<file path="src/rtl/irq_unit.sv">
// Nested vectored interrupt unit: fixed-priority arbitration,
// strict preemption and a return-address stack.
module irq_unit #(
  parameter int          NUM_IRQ    = 32,
  parameter int          NEST_DEPTH = 4,
  parameter logic [31:0] VEC_BASE   = 32'h1C00_8000
) (
  input  logic               clk,
  input  logic               res,
  input  logic [NUM_IRQ-1:0] irq_in,
  input  logic [NUM_IRQ-1:0] irq_mask,
  input  logic               glob_en,
  input  logic               take_rdy,
  input  logic [31:0]        pc_in,
  input  logic               mret,
  output logic               irq_take,
  output logic [31:0]        vec_adr,
  output logic [31:0]        ret_adr,
  output logic               irq_ack,
  output logic [4:0]         irq_ack_id,
  output logic               in_handler,
  output logic [3:0]         nest_lvl,
  output logic               err
);

  typedef enum logic [1:0] {
    IDLE,
    TAKE,
    ACK
  } state_t;

  state_t state, state_nxt;

  logic [4:0]  stk_id [NEST_DEPTH];
  logic [31:0] stk_pc [NEST_DEPTH];

  logic [NUM_IRQ-1:0] pending;
  logic [4:0]  win;
  logic [4:0]  top_id;
  logic [31:0] top_pc;
  logic [4:0]  ack_id_q;
  logic [3:0]  lvl_q;
  logic        cand;
  logic        push;
  logic        pop;
  logic        err_set;

  assign pending = irq_in & irq_mask;

  // Lowest index wins: scan downwards so the last hit is the smallest id.
  always_comb begin
    win = '0;
    for (int i = NUM_IRQ - 1; i >= 0; i--) begin
      if (pending[i]) win = 5'(i);
    end
  end

  always_comb begin
    top_id = '0;
    top_pc = '0;
    for (int i = 0; i < NEST_DEPTH; i++) begin
      if (lvl_q == 4'(i + 1)) begin
        top_id = stk_id[i];
        top_pc = stk_pc[i];
      end
    end
  end

  assign cand = glob_en && (|pending)
             && (lvl_q < 4'(NEST_DEPTH))
             && ((lvl_q == 4'd0) || (win < top_id));

  always_comb begin
    state_nxt = state;
    push      = 1'b0;
    pop       = 1'b0;
    err_set   = 1'b0;
    unique case (state)
      IDLE: begin
        if (mret) begin
          if (lvl_q != 4'd0) pop = 1'b1;
          else err_set = 1'b1;
        end else if (take_rdy && cand) begin
          push      = 1'b1;
          state_nxt = TAKE;
        end
      end
      TAKE: begin
        err_set   = mret;
        state_nxt = ACK;
      end
      ACK: begin
        err_set   = mret;
        state_nxt = IDLE;
      end
      default: state_nxt = IDLE;
    endcase
  end

  always_ff @(posedge clk or negedge res) begin
    if (!res) begin
      state    <= IDLE;
      lvl_q    <= '0;
      err      <= 1'b0;
      ack_id_q <= '0;
      for (int i = 0; i < NEST_DEPTH; i++) begin
        stk_id[i] <= '0;
        stk_pc[i] <= '0;
      end
    end else begin
      state <= state_nxt;
      if (err_set) err <= 1'b1;
      if (push) lvl_q <= lvl_q + 4'd1;
      else if (pop) lvl_q <= lvl_q - 4'd1;
      // The freshly pushed entry is on top for the whole TAKE cycle.
      if (state == TAKE) ack_id_q <= top_id;
      for (int i = 0; i < NEST_DEPTH; i++) begin
        if (push && (lvl_q == 4'(i))) begin
          stk_id[i] <= win;
          stk_pc[i] <= pc_in;
        end
      end
    end
  end

  assign irq_take   = (state == TAKE);
  assign irq_ack    = (state == ACK);
  assign vec_adr    = irq_take ? VEC_BASE + {25'd0, top_id, 2'b00} : 32'h0;
  assign ret_adr    = top_pc;
  assign irq_ack_id = ack_id_q;
  assign in_handler = (lvl_q != 4'd0);
  assign nest_lvl   = lvl_q;

endmodule

</file>
<file path="config.mk">
export PLATFORM = sky130hd
export DESIGN_NAME = irq_unit
export DESIGN_NICKNAME = d
export VERILOG_FILES = /design/src/rtl/irq_unit.sv
export SDC_FILE = /design/constraint.sdc
export NUM_CORES = 1
export LEC_CHECK = 0
export CAP_MARGIN = 20
export CORE_ASPECT_RATIO = 1.1
export CORE_UTILIZATION = 45
export CTS_BUF_LIST = sky130_fd_sc_hd__clkbuf_2
export CTS_CLUSTER_DIAMETER = 80
export DETAILED_ROUTE_END_ITERATION = 16
export PLACE_DENSITY = 0.83
export SLEW_MARGIN = 20
export SYNTH_ARGS = -nofsm -noshare
export SYNTH_HDL_FRONTEND = slang
export SYNTH_SLANG_ARGS = --single-unit
</file>
<file path="constraint.sdc">
create_clock -name clk -period 4.2 [get_ports clk]
set_clock_uncertainty 0.1 [all_clocks]
set_input_delay 0.63 -clock clk [delete_from_list [all_inputs] [get_ports clk]]
set_output_delay 0.63 -clock clk [all_outputs]
set_load 0.02 [all_outputs]
</file>
==> out/qor.csv <==
stage,metric,value,unit
run_status,outcome,finished clean,
job,maxCapViolCount,0,
timing,fmax,0.250,GHz
routing,via_per_inst,5.56,
power_and_ir_drop,power,0.00407,W
final_layout,area_delta_synth_final,27.5,%
cts,cts_tree,done,
die,die_y,141,um
hold_path,holdPathEnd,irq_ack_id[0],
power_and_ir_drop,seq_power_share,48.6,%
critical_path,cp_num_buf_inv,3,
critical_path,r2r-start,nest_lvl[0],
final_layout,stdcell_count,1069,
global_route,gr-usage-all-layers,21.5,%
global_route,grt_pass1_wl,30400,um
logic_synthesis,synth_cell_types,50,
power_and_ir_drop,p_leak,4.59,nW
power_and_ir_drop,power_frac_comb,28.7,%
placed_design,place_congestion,0.808,
hold_path,hold_path_class,reg2reg,
cts,worstSkewPairLatency,0.73,ns
power_and_ir_drop,power.switching,0.00131,W
power_and_ir_drop,power_density,402,mW/mm2
cts,clk_path_buf_depth,2,
power_and_ir_drop,p_int,0.00276,W
power_and_ir_drop,irDropWorstVdd,0.269,mV
placed_design,hpwl,12800,um
critical_path,rr_endpoint,stk_pc[10],
placed_design,portBuffers,154,
die,dieWidth,129,um
routing,drc,0,
timing,worst_slew_pin_slew,0.967,ns
cts,htree_levels,4,
die,row_count,50,
critical_path,path_delay_family,buffers and inverters,
timing,whs,0.407,ns
timing,finalCritPeriodShare,95.3,%
global_route,grt_max_degree,108,
routing,drt_iter0_markers,306,
routing,vias,5944,
global_route,antenna_found_initial,0,
routing,wl,18600,um
critical_path,crit_chain,inv_1 > ha_1 > nor2_4 > buf_4 > a22oi_1 > o21ai_0 > clkdlybuf4s50_1,
logic_synthesis,synth.avg_cell_area,12.2,um2
routing,drtPass1Iterations,5,
cts,clkSinkCount,160,
logic_synthesis,ys_seq_area_share,50.4,%
logic_synthesis,synthesis.area,0.00794,mm2
hold_path,min-delay-start,irq_ack_id[0],
power_and_ir_drop,swShare,32.2,%
cts,cts_setup_buffers,0,
logic_synthesis,synth_warnings,0,
die,core-area,0.0171,mm2
die,io_pins,178,
critical_path,cp_slowest_cell,clkdlybuf4s50_1,
critical_path,cp-end-kind,output port,
routing,wl_per_cell,17.4,um
cts,numCtsBuffers,17,
placed_design,dp.cells,1037,
die,die_area,0.0182,mm2
critical_path,rr_worst_depth,15,
routing,drtAntennaViolNets,0,
hold_path,whs_path_depth,1,
critical_path,critPathLaunchType,register,
critical_path,cp.arrival,3.27,ns
power_and_ir_drop,clock_power_share,22.6,%
die,initial_core_util,46.3,%
critical_path,crit_fanout,11,
global_route,grt_pass1_vias,6094,
timing,final-setup-viol-count,0,
cts,cts_root_buf,clkbuf_2,
final_layout,n_antenna_cell,0,
cts,clkSlewWorstSetupHoldPaths,0.21,ns
global_route,grt_overflow,0,
critical_path,required,3.47,ns
logic_synthesis,ys_seq_elements,160,
timing,rsz0062_at_grt,false,
final_layout,drive_gt1_share,26.5,%
timing,drv_slew,0,
critical_path,reg2reg_slack,0.27,ns
final_layout,nNetsFinal,936,
timing,period_needed,4.00,ns
critical_path,path_class,reg2out,
logic_synthesis,synth_cells,652,
critical_path,cpPeakStageDelay,0.67,ns
timing,relSlewSlack,35.5,%
timing,finalHoldViolCount,0,
-- worst reg2reg max path, stage by stage (launching register included) --
cell      delay [ns]
dfrtp_1         0.48
inv_1           0.12
ha_1            0.30
nor2_4          0.33
a22oi_1         0.11
o21ai_0         0.29
inv_1           0.08
ha_1            0.28
and2_1          0.16
nand2_1         0.06
a21oi_1         0.06
nor4_2          0.33
nand2_2         0.19
a211oi_4        0.33
buf_12          0.23
mux2_2          0.36
-- how the worst max path moves through the flow --
stage                      from          to  slack [ns]  depth (start not counted)
floorplan           nest_lvl[1]  stk_pc[50]        0.13                         16
global route        nest_lvl[0]  ret_adr[9]      0.0003                          7
CTS                 nest_lvl[1]  ret_adr[1]       0.002                          6
detailed placement   irq_in[28]  stk_pc[48]        -0.1                         17
global placement      irq_in[1]  stk_pc[32]       -0.03                         13
finish              nest_lvl[0]  ret_adr[9]        0.20                          7
-- cell families after synthesis --
kind of cell             Yosys count  synth area share [%]
buffers and inverters             72                  5.45
multiplexers                     148                  21.0
flip-flops                       160                  50.4
adder cells (fa/ha/maj)           12                  1.89
other                              1                0.0472
AO/OA/AOI/OAI                    174                  15.7
XOR/XNOR                           2                 0.221
AND/OR/NAND/NOR                   83                  5.30
-- registers in the layout (all words and copies together), names as in the netlist --
signal	flops
nest_lvl	4
err	1
irq_ack_id	5
stk_pc	128
state	2
stk_id	20
-- synth_stat cells (all sizes together) --
cell type	count	area share, %
xnor2	1	0.11
nand4b	1	0.11
a22oi	89	8.4
and3	1	0.079
nor3	2	0.13
and2	8	0.63
ha	12	1.9
a211o	1	0.11
o31ai	1	0.095
nand3	8	0.50
a211oi	3	0.66
clkbuf	20	0.95
o31a	1	0.11
inv	12	0.57
a22o	1	0.11
a32o	5	0.63
a32oi	2	0.22
o21bai	3	0.33
nand4	7	0.55
dfrtp	160	50
nand3b	1	0.095
nand2	34	1.6
a31o	2	0.22
conb	1	0.047
mux2	148	21
a21oi	10	0.63
o21ai	40	2.5
o2111ai	1	0.11
nor3b	1	0.095
a221oi	1	0.11
nor4	3	0.32
buf	40	3.9
o221ai	2	0.22
or3	1	0.079
and4	1	0.11
nand2b	5	0.39
a21o	6	0.57
o211ai	1	0.095
a31oi	4	0.32
nor2	10	0.57
xor2	1	0.11
a2111oi	1	0.19
-- placed cells by master, fill, tap and decap left out, types with 5 or more instances in the layout --
master / count
a32o_1: 5
conb_1: 23
dfrtp_1: 160
and2_1: 6
clkdlybuf4s50_1: 153
a21oi_1: 10
nor2_1: 7
nand2_1: 33
buf_4: 27
nand3_1: 7
mux2_1: 9
a21o_1: 6
nand2b_1: 5
clkbuf_2: 20
o21ai_0: 39
inv_1: 12
mux2_2: 139
ha_1: 12
a22oi_1: 89
buf_12: 6
nand4_1: 7
-- stage by stage --
step                      setup TNS [ns]  util, %  worst slack (ns)  instance area, um2
after CTS                              0     59.0           0.00163               10100
after global placement             -2.28     57.4           -0.0348                9840
after floorplan                        0        -             0.132                8020
final                                  0     59.1             0.196               10100
after detailed placement           -8.03     57.4           -0.0975                9840
after global routing                   0     59.1          0.000286               10100
-- layer usage --
metal,wire [um],GRT usage [%],vias to the layer above
met5,0,0,-
met4,233,6.13,0
met3,1010,4.56,23
met2,9670,37.1,188
met1,7670,27.1,2991
li1,-,-,2742
-- final cells by class --
type,count,area (um2)
clock buffer,20,100
sequential,160,4000
timing repair buffer,190,1900
multi-input combinational,442,3620
tap,234,293
clock inverter,11,164
inverter,12,45.0
fill,1389,7020
-- repair_timing --
action | CTS | global route
gates resized for setup | 3 | 5
hold buffers | 1 | 0
hold endpoints to repair | 106 | 0
setup endpoints to repair | 10 | 73
-- power by group through the flow --
stage               clock [W]  sequential (W)  combinational [W]
finish               0.000921         0.00198            0.00117
floorplan                   0         0.00200           0.000666
global placement            0         0.00200            0.00114
CTS                  0.000939         0.00198            0.00117
detailed placement          0         0.00201            0.00116
global route          0.00100         0.00202            0.00128
Power figures use the tool's default switching activity.
